==> config.mk <==
export PLATFORM = sky130hd
export DESIGN_NAME = pps_miss_monitor
export DESIGN_NICKNAME = d
export VERILOG_FILES = /design/src/rtl/pps_mon_pkg.sv /design/src/rtl/pps_sync_edge.sv /design/src/rtl/pps_miss_monitor.sv
export SDC_FILE = /design/constraint.sdc
export NUM_CORES = 1
export LEC_CHECK = 0
export BUFFER_PORTS_ARGS = -buffer_cell sky130_fd_sc_hd__buf_2
export CAP_MARGIN = 15
export CORE_ASPECT_RATIO = 1.75
export CORE_MARGIN = 2
export CORE_UTILIZATION = 30
export DETAILED_ROUTE_END_ITERATION = 10
export HOLD_SLACK_MARGIN = 0.03
export SLEW_MARGIN = 20
export SYNTH_ARGS = -nofsm -noshare
export SYNTH_HDL_FRONTEND = slang
export SYNTH_HIERARCHICAL = 1
export SYNTH_SLANG_ARGS = --single-unit
==> constraint.sdc <==
create_clock -name user_clk -period 2.8 [get_ports user_clk]
set_input_delay 0.14 -clock user_clk [delete_from_list [all_inputs] [get_ports user_clk]]
set_output_delay 0.14 -clock user_clk [all_outputs]
set_load 0.02 [all_outputs]
==> src/rtl/pps_mon_pkg.sv <==
// Shared types and helpers for the PPS miss monitor: tracking state, default
// counter width and the saturating increment used by every counter.
package pps_mon_pkg;

    localparam int DEF_CNT_W = 32;
    // Widest counter the saturating helper can serve.
    localparam int SAT_W     = 64;

    typedef enum logic {
        UNLOCKED = 1'b0,
        LOCKED   = 1'b1
    } mon_state_t;

    // Returns value+1, but never steps past top (the counter's all-ones value).
    function automatic logic [SAT_W-1:0] sat_inc(
        input logic [SAT_W-1:0] value,
        input logic [SAT_W-1:0] top
    );
        return (value >= top) ? top : value + SAT_W'(1);
    endfunction

endpackage

==> src/rtl/pps_sync_edge.sv <==
// Brings the asynchronous PPS pin into user_clk through a 2-FF synchroniser and
// emits a registered one-cycle pulse on each synchronised rising edge.
module pps_sync_edge (
    input  logic user_clk,
    input  logic user_rst,
    input  logic pps_in,
    output logic pps_edge
);

    // [0],[1] form the synchroniser; [2] holds the previous synchronised level.
    logic [2:0] sync_reg;
    logic       edge_reg;

    always_ff @(posedge user_clk) begin
        if (user_rst) begin
            sync_reg <= '0;
            edge_reg <= 1'b0;
        end else begin
            sync_reg <= {sync_reg[1:0], pps_in};
            edge_reg <= sync_reg[1] & ~sync_reg[2];
        end
    end

    assign pps_edge = edge_reg;

endmodule

==> src/rtl/pps_miss_monitor.sv <==
// Tracks the PPS edge against its expected period, counting missed and early
// edges and reporting lock, the last measured period and a clean PPS strobe.
module pps_miss_monitor
    import pps_mon_pkg::*;
#(
    parameter int unsigned PERIOD   = 256000000,
    parameter int unsigned TOL      = 256,
    parameter int unsigned MAX_MISS = 4,
    parameter int          CNT_W    = DEF_CNT_W
) (
    input  logic             user_clk,
    input  logic             user_rst,
    input  logic             pps_in,
    input  logic             clr_cnt,
    output logic             pps_strobe,
    output logic             locked,
    output logic [CNT_W-1:0] n_miss,
    output logic [CNT_W-1:0] n_early,
    output logic [CNT_W-1:0] period_last
);

    localparam int               RUN_W    = $clog2(MAX_MISS + 1);
    localparam logic [CNT_W-1:0] WIN_LO   = CNT_W'(PERIOD - TOL);
    localparam logic [CNT_W-1:0] WIN_HI   = CNT_W'(PERIOD + TOL);
    localparam logic [CNT_W-1:0] CNT_TOL  = CNT_W'(TOL);
    localparam logic [RUN_W-1:0] RUN_LAST = RUN_W'(MAX_MISS - 1);
    localparam logic [SAT_W-1:0] CNT_TOP  = SAT_W'({CNT_W{1'b1}});

    function automatic logic [CNT_W-1:0] inc_cnt(input logic [CNT_W-1:0] v);
        return CNT_W'(sat_inc(SAT_W'(v), CNT_TOP));
    endfunction

    logic pps_edge;

    mon_state_t       state_reg,       state_next;
    logic [CNT_W-1:0] cnt_reg,         cnt_next;
    logic [CNT_W-1:0] n_miss_reg,      n_miss_next;
    logic [CNT_W-1:0] n_early_reg,     n_early_next;
    logic [CNT_W-1:0] period_last_reg, period_last_next;
    logic [RUN_W-1:0] miss_run_reg,    miss_run_next;
    logic             strobe_reg,      strobe_next;
    logic             locked_reg;

    logic is_early;
    logic at_limit;

    pps_sync_edge u_sync_edge (
        .user_clk (user_clk),
        .user_rst (user_rst),
        .pps_in   (pps_in),
        .pps_edge (pps_edge)
    );

    assign is_early = (cnt_reg < WIN_LO);
    assign at_limit = (cnt_reg == WIN_HI);

    always_comb begin
        state_next       = state_reg;
        cnt_next         = inc_cnt(cnt_reg);
        n_miss_next      = n_miss_reg;
        n_early_next     = n_early_reg;
        period_last_next = period_last_reg;
        miss_run_next    = miss_run_reg;
        strobe_next      = 1'b0;

        case (state_reg)
            UNLOCKED: begin
                if (pps_edge) begin
                    state_next    = LOCKED;
                    cnt_next      = '0;
                    miss_run_next = '0;
                    strobe_next   = 1'b1;
                end
            end
            LOCKED: begin
                // An edge landing on the last window cycle beats the miss.
                if (pps_edge) begin
                    strobe_next      = 1'b1;
                    period_last_next = cnt_reg;
                    cnt_next         = '0;
                    miss_run_next    = '0;
                    if (is_early) begin
                        n_early_next = inc_cnt(n_early_reg);
                    end
                end else if (at_limit) begin
                    // Virtual edge: restart at TOL so the window keeps its phase.
                    n_miss_next = inc_cnt(n_miss_reg);
                    cnt_next    = CNT_TOL;
                    if (miss_run_reg == RUN_LAST) begin
                        state_next    = UNLOCKED;
                        miss_run_next = '0;
                    end else begin
                        miss_run_next = miss_run_reg + RUN_W'(1);
                    end
                end
            end
            default: begin
                state_next = UNLOCKED;
            end
        endcase

        if (clr_cnt) begin
            n_miss_next  = '0;
            n_early_next = '0;
        end
    end

    always_ff @(posedge user_clk) begin
        if (user_rst) begin
            state_reg       <= UNLOCKED;
            cnt_reg         <= '0;
            n_miss_reg      <= '0;
            n_early_reg     <= '0;
            period_last_reg <= '0;
            miss_run_reg    <= '0;
            strobe_reg      <= 1'b0;
            locked_reg      <= 1'b0;
        end else begin
            state_reg       <= state_next;
            cnt_reg         <= cnt_next;
            n_miss_reg      <= n_miss_next;
            n_early_reg     <= n_early_next;
            period_last_reg <= period_last_next;
            miss_run_reg    <= miss_run_next;
            strobe_reg      <= strobe_next;
            locked_reg      <= (state_next == LOCKED);
        end
    end

    assign pps_strobe  = strobe_reg;
    assign locked      = locked_reg;
    assign n_miss      = n_miss_reg;
    assign n_early     = n_early_reg;
    assign period_last = period_last_reg;

endmodule
# Yosys cells after proc, flatten, opt, wreduce, memory -nomap -nowiden
# Cells that the tools add are included.
[totals]
reg_bits = 137
latch_bits = 0
ram_bits = 0
mem_bits_ro = 0
wordCells = 47
memories = 0
[op_classes]
add_sub_neg = 4
mul = 0
n_div = 0
order_cmp = 4
n_eq_ne = 4
shifts = 0
muxes = 17
bitwise = 4
reduce_logical = 5
[ops]
columns = ["op", "n"]
rows = [
  ["2-to-1 mux 32 bit", 6],
  ["adder 32 x 1 -> 32 bit (second input constant)", 3],
  [">= comparator 32 bit (second input constant)", 3],
  ["one-hot mux 32 bit (2 select lines)", 1],
  ["equality test 32 x 28 -> 1 bit (second input constant)", 1],
  ["< comparator 32 x 28 -> 1 bit (second input constant)", 1],
  ["2-to-1 mux 3 bit", 4],
  ["one-hot mux 3 bit (2 select lines)", 1],
  ["AND reduction 3 bit", 2],
  ["2-to-1 mux 1 bit", 4],
  ["AND reduction 2 bit", 2],
  ["adder 3 x 1 -> 3 bit (second input constant)", 1],
  ["equality test 3 x 2 -> 1 bit (second input constant)", 1],
  ["!= test 3 x 1 -> 1 bit (second input constant)", 1],
  ["NOT 1 bit", 3],
  ["!= test 2 x 1 -> 1 bit (second input constant)", 1],
  ["one-hot mux 1 bit (2 select lines)", 1],
  ["OR reduction 2 bit", 1],
  ["bitwise AND 1 bit", 1],
]

# Longest topological paths before layout
# Gate-level depths: netlist of run 1.
[depth]
ltp_word = 5
depth_mapped = 10
ltp_nobuf = 8

# Cells and area by module
# Netlist of run 1, hierarchy kept.
[modules_own_cells]
columns = ["module", "n_inst", "cells_each", "area_each_um2", "seq_area_each_um2"]
rows = [
  ["pps_miss_monitor", 1, 740, 6087.1, 2662.6],
  ["pps_sync_edge", 1, 8, 111.4, 80.1],
]

# Least setup slack after synthesis of run 1
# OpenSTA, ideal clock, no wires.
[synth_timing]
path_type = "flip-flop to flip-flop"
from = "reg cnt_reg[19]"
to = "reg n_miss_reg[30] (netlist: n_miss[30])"
setup_ns = 0.086
t_arrival_ns = 2.196
slack_ns = 0.518
stages_incl_launch_ff = 7
n_path_buf = 0
cell_sequence = "dfxtp_1 or4_4 nor4_4 nand3_1 nor4_4 a31oi_1 a211oi_1"
[synth_between]
elab_chain_cells = 2
[synth_rtl]
columns = ["item", "line_no", "text"]
rows = [
  ["from (decl)", "pps_miss_monitor.sv:36", "logic [CNT_W-1:0] cnt_reg, cnt_next;"],
  ["from (signal assigned)", "pps_miss_monitor.sv:120", "cnt_reg <= cnt_next;"],
  ["equality test 32 x 28 -> 1 bit", "pps_miss_monitor.sv:55", "assign at_limit = (cnt_reg == WIN_HI);"],
  ["AND reduction 3 bit (no source line)", "--", ""],
  ["to (signal assigned)", "pps_miss_monitor.sv:121", "n_miss_reg <= n_miss_next;"],
  ["to (decl)", "pps_miss_monitor.sv:37", "logic [CNT_W-1:0] n_miss_reg, n_miss_next;"],
]
# Every way passes these cells.
# A chain may end at the register's enable or synchronous reset.

# Worst setup path in the final report of run 1
[layout_timing]
from = "reg cnt_reg[19]"
to = "reg n_miss_reg[17] (netlist: n_miss[17])"
# The elaborated chain is that of the path after synthesis.

==> flow_summary_export.csv, run 1 <==
group,metric,value,unit
timing,fin_ws,0.214,ns
floorplan,core_area,20300,um^2
timing,finalMaxSlewViolations,0,
yosys,syn-num-nets,757,
critical_path,start_kind,"flip-flop",
cells_and_area,fin_nets,862,
route,drt_iter0_markers,336,
global_routing,antenna_found_initial,0,
route,vias_per_cell,5.14,
cts,cts.clk_slew.worst_paths,0.06,ns
timing,rsz0062_at_grt,"no",
cells_and_area,final_common_cell,"dfxtp_1",
timing,whs,0.141,ns
critical_path,critPathMaxFanout,14,
job,maxCapViolations,0,
route,wl,17300,um
yosys,ys_seq_elements,137,
critical_path,crit_family,"simple AND/OR/NAND/NOR gates",
yosys,synthArstFlopShare,0,%
yosys,yosysWarnings,6,
critical_path,cp_slowest_cell,"or4_4",
route,drc,0,
cells_and_area,seq_area,2740,um^2
cells_and_area,diodes,0,
yosys,yosysSeqAreaShare,44.2,%
cells_and_area,fin_util,37.7,%
cells_and_area,area_growth,23.2,%
cts,cts_setup_buffers,0,
route,postRouteAntennaNets,0,
timing,hold_viol_final,0,
floorplan,die_y,194,um
global_routing,grt_overflow,0,
yosys,ys_types,48,
route,first_pass_iters,4,
yosys,syn_area_per_cell,8.29,um^2
timing,worst_pin_slew,0.949,ns
cts,cts_tree,"built",
yosys,synth_top_area_share,44.2,%
cts,clk_latency,0.42,ns
cells_and_area,multi_input_area,3260,um^2
floorplan,io_pins,102,
yosys,synth-edff-count,0,
critical_path,crit_arrival,2.87,ns
timing,slew_headroom,36.6,%
global_routing,grt_pass1_wl,28400,um
yosys,syn-instance-count,748,
global_routing,grt_max_degree,61,
critical_path,reg2reg_depth,7,
cts,clock-sinks,137,
route,num_vias,5727,
min_path,min_path_cells,4,
power_and_ir_drop,power.leakage,2.78,nW
timing,setup-tns-final,0,ns
critical_path,critPathKind,"flip-flop to flip-flop",
cells_and_area,fill_cells,2101,
placement,port_buffers,101,
route,drt-wirelength-per-cell,15.5,um
cts,cts-root-buf,"clkbuf_16",
cts,cts_made_buffers,17,
critical_path,cp_data_required_time,3.08,ns
cts,cts_max_path_buffers,2,
floorplan,die_area,21900,um^2
timing,fmax,0.387,GHz
floorplan,start_util,30.6,%
placement,pre_cts_slack,0.155,ns
run_status,status,"finished clean",
power_and_ir_drop,p_per_area,557,nW/um^2
cts,h-tree-depth,4,
critical_path,worst-path-buf-inv,1,
cells_and_area,layout_common_cells,"137 x dfxtp_1, 116 x nand2_1, 101 x buf_2, 77 x a21oi_1, 41 x nand3_1",
critical_path,cp-end-kind,"flip-flop",
global_routing,grtUsageTotal,16.0,%
critical_path,crit_cells,7,
floorplan,num_rows,69,
yosys,synthTopCellsByArea,"dfxtp_1 44%, nand2_1 7.0%, a21oi_1 6.2%",
yosys,synthFlopType,"dfxtp_1",
placement,hpwl,12500,um
critical_path,path_cells,"or4_4, nor4_4, buf_4, nand3_2, nor4_1, xnor2_1, o21ai_1",
timing,final-setup-viol-count,0,
floorplan,die_width,113,um
yosys,yosysTopAreaCell,"dfxtp_1",
timing,fin_crit,2.59,ns
timing,fin_crit_sh,92.4,%
min_path,holdCritPathClass,"input pin to flip-flop",
timing,clock_skew,0.0132,ns
placement,gp_congestion,0.820,
cells_and_area,drive_gt1_share,20.4,%
yosys,synth.cell_area,6200,um^2
global_routing,grt_pass1_vias,5480,
critical_path,slowest_delay,0.57,ns
power_and_ir_drop,max-vdd-ir-drop,0.369,mV
## stage by stage
stage	cell area [um^2]	instances	total power, mW
2_1_floorplan	6200	748	2.05
3_3_place_gp	7050	1081	2.07
3_5_place_dp	7050	1081	2.07
4_1_cts	7640	1114	4.30
5_1_grt	7640	1114	4.39
6_report	7640	1114	4.26
## Yosys cell counts, types with 3 or more instances
library cell / count
dfxtp_1: 137
nand2_1: 116
a21oi_1: 77
nand3_1: 41
xnor2_1: 39
nor2_1: 38
nor3_1: 37
clkbuf_1: 32
o21ai_0: 27
xor2_1: 26
nand4_1: 19
o21ai_1: 17
and4_1: 15
and3_1: 14
nor4_1: 12
inv_1: 10
a211oi_1: 8
a31oi_1: 8
and2_1: 6
buf_2: 6
nor2b_1: 6
or2_2: 6
ha_1: 5
nor4_2: 5
or3_1: 5
a311oi_1: 4
buf_1: 3
mux2i_1: 3
or4_1: 3
## path summary, 6_finish.rpt
| check | from | to | slack (ns) |
|---|---|---|---|
| setup / recovery | cnt_reg[19] | n_miss[17] | 0.21 |
| hold / removal | clr_cnt | n_miss[18] | 0.14 |
| setup reg to reg | cnt_reg[19] | n_miss[17] | 0.21 |
| hold reg to reg | u_sync_edge/sync_reg[2] | u_sync_edge/pps_edge | 0.41 |
## what timing repair did
action	4_1_cts	5_1_grt
hold endpoints to repair	1	0
resized for setup	0	1
setup endpoints to repair	0	5
hold buffers	1	0
## layout make-up
class,count,area share [%]
clock inverter,13,1.95
inverter,10,0.491
multi-input combinational,560,42.7
clock buffer,19,5.67
timing repair buffer,127,9.21
tap,248,4.06
sequential,137,35.9
## routing by layer
metal | global-route usage (%) | vias up | share of wire, % | wire length [um]
li1 | - | 2871 | - | -
met3 | 2.91 | 21 | 3.0 | 513
met2 | 30.1 | 101 | 56 | 9670
met4 | 5.87 | 0 | 2.1 | 357
met1 | 17.3 | 2734 | 39 | 6760
met5 | 0 | - | 0 | 0
## worst reg2reg max path, stage by stage, from the launching register on
cell and delay, ns:
dfxtp_1 0.37, or4_4 0.57, nor4_4 0.37, buf_4 0.21, nand3_2 0.28, nor4_1 0.43
xnor2_1 0.16, o21ai_1 0.07
## power breakdown
part | leakage (nW) | switching, mW | total (mW) | internal, mW
Clock | 0.274 | 0.906 | 2.23 | 1.32
Sequential | 1.10 | 0.00693 | 1.96 | 1.96
Combinational | 1.40 | 0.0480 | 0.0670 | 0.0190
Total | 2.78 | 0.961 | 4.26 | 3.29
## cell families after synthesis
logic type | Yosys count | synth area share, %
AND/OR/NAND/NOR | 334 | 28.1
AO/OA/AOI/OAI | 153 | 13.8
flip-flops | 137 | 44.2
XOR/XNOR | 65 | 9.18
buffers and inverters | 51 | 3.21
adder cells (fa/ha/maj) | 5 | 1.01
multiplexers | 3 | 0.484
Power figures use the tool's default switching activity.
==> run 2, diff against run 1 <==
CORE_UTILIZATION = 56   (was 30)
PLACE_DENSITY = 0.79   (was default)
RECOVER_POWER = 25   (was default)
clock period = 2.63 ns   (was 2.8 ns; I/O delays follow)
==> run 2 against run 1 <==
Against the previous run: worst hold slack got worse by 0.028 ns; setup slack got worse by 0.12 ns; cell area is 1.6% lower; global-route usage is 12 points higher; wire length down 3.6%; clock skew fell by 0.0038 ns; register-to-register slack worse by 0.12 ns; highest routed layer unchanged.
==> flow_summary_export.csv, run 2 (synthesized netlist as in run 1, its figures left out) <==
group,metric,value,unit
global_routing,grt_overflow,0,
floorplan,die_y,143,um
run_status,status,"finished clean",
cells_and_area,final_common_cell,"dfxtp_1",
power_and_ir_drop,power.leakage,2.61,nW
placement,gp_congestion,0.971,
placement,hpwl,11800,um
critical_path,reg2reg_from,"cnt_reg[20]",
cells_and_area,area_growth,21.3,%
placement,dpl.cell_count,975,
cts,cts_tree,"built",
cells_and_area,drive_gt1_share,15.2,%
critical_path,reg2reg_depth,7,
cts,cts-root-buf,"clkbuf_16",
cells_and_area,fin_util,69.9,%
timing,whs,0.113,ns
min_path,holdCritPathClass,"input pin to flip-flop",
cts,cts_made_buffers,17,
global_routing,grt_pass1_wl,27600,um
min_path,hold_start,"user_rst",
route,vias_per_cell,6.04,
cells_and_area,stdcell_count,1007,
critical_path,critPathKind,"flip-flop to flip-flop",
critical_path,r2r_slack,0.1,ns
timing,worst_pin_slew,0.643,ns
cts,cts.clk_slew.worst_paths,0.06,ns
critical_path,crit_arrival,2.82,ns
min_path,min_path_cells,2,
cells_and_area,fin_nets,874,
cts,clock-sinks,137,
route,postRouteAntennaNets,0,
timing,rsz0062_at_grt,"yes",
cts,clk_latency,0.41,ns
global_routing,grtUsageTotal,28.0,%
timing,hold_viol_final,0,
floorplan,die_width,83.5,um
timing,finalMaxSlewViolations,0,
timing,final-setup-viol-count,0,
cells_and_area,finalInstanceArea,7520,um^2
global_routing,grt_pass1_vias,5846,
route,drt_iter0_markers,338,
timing,fin_crit,2.53,ns
cells_and_area,diodes,0,
route,num_vias,6083,
route,drc,0,
timing,fin_ws,0.0955,ns
placement,pre_cts_slack,0.0878,ns
job,maxCapViolations,0,
critical_path,cp_data_required_time,2.91,ns
floorplan,io_pins,102,
cts,cts_max_path_buffers,2,
route,drt-wirelength-per-cell,16.6,um
critical_path,critPathMaxFanout,14,
min_path,whs_endpoint,"u_sync_edge/sync_reg[0]",
power_and_ir_drop,fin_total_pwr,4.56,mW
timing,fmax,0.395,GHz
floorplan,num_rows,50,
route,first_pass_iters,5,
cells_and_area,layout_common_cells,"137 x dfxtp_1, 116 x nand2_1, 77 x a21oi_1, 55 x clkbuf_1, 48 x buf_2",
timing,setup-tns-final,0,ns
timing,clock_skew,0.00937,ns
timing,fin_crit_sh,96.4,%
power_and_ir_drop,max-vdd-ir-drop,0.487,mV
timing,slew_headroom,56.9,%
floorplan,core_area,10800,um^2
global_routing,grt_max_degree,46,
critical_path,start_kind,"flip-flop",
power_and_ir_drop,p_per_area,606,nW/um^2
cts,h-tree-depth,4,
floorplan,die_area,12000,um^2
placement,port_buffers,101,
placement,dpl-instance-area,6980,um^2
critical_path,cp-end-kind,"flip-flop",
floorplan,start_util,57.6,%
route,wl,16700,um
global_routing,antenna_found_initial,0,
critical_path,r2r_end,"n_miss[27]",
[run 2: cell count changes in the layout (fill, tap and decap cells not counted), moves of 3 or more]
cell      change
clkinv_2      +3
clkbuf_1     +53
buf_4        +11
clkinv_4      -3
buf_2        -53
[run 2: area by class of cell]
type                            instances  area [um^2]
Multi-Input combinational cell        560         3260
Fill cell                             889         3240
Sequential cell                       137         2740
Timing Repair Buffer                  139          723
Clock buffer                           19          443
Tap cell                              130          163
Clock inverter                         12          151
Inverter                               10         37.5
[run 2: how the worst max path moves through the flow]
| stage | slack, ns | depth (start not counted) | to | start |
|---|---|---|---|---|
| 2_1_floorplan | 0.35 | 6 | n_miss[30] | cnt_reg[19] |
| 3_3_place_gp | 0.23 | 7 | n_miss[27] | cnt_reg[20] |
| 3_5_place_dp | 0.09 | 7 | n_miss[12] | cnt_reg[20] |
| 4_1_cts | 0.09 | 7 | n_miss[12] | cnt_reg[20] |
| 5_1_grt | -0.01 | 7 | n_miss[17] | cnt_reg[20] |
| 6_report | 0.1 | 7 | n_miss[27] | cnt_reg[20] |
[run 2: power breakdown]
| part | switching [mW] | internal, mW |
|---|---|---|
| sequential | 0.00652 | 2.08 |
| combinational | 0.0517 | 0.0197 |
| clock | 0.888 | 1.51 |
| total | 0.947 | 3.61 |
[run 2: timing repair]
action,4_1_cts,5_1_grt
setup buffers,0,0
endpoints found under the hold margin,1,0
setup endpoints to repair,0,3
gates resized for setup,0,1
hold buffers,1,0
[run 2: critical path: stages, from the launching register on]
cell     delay, ns
dfxtp_1       0.36
or4_4         0.54
nor4_4        0.30
buf_4         0.19
nand3_2       0.30
nor4_1        0.45
xnor2_1       0.18
o21ai_1       0.07
[run 2: metal layers]
metal	share of wire, %	GRT usage [%]	vias up
li1	-	-	2883
met1	37	30.0	2898
met2	54	52.4	256
met3	6.0	5.55	46
met4	3.0	12.8	0
met5	0	0	-
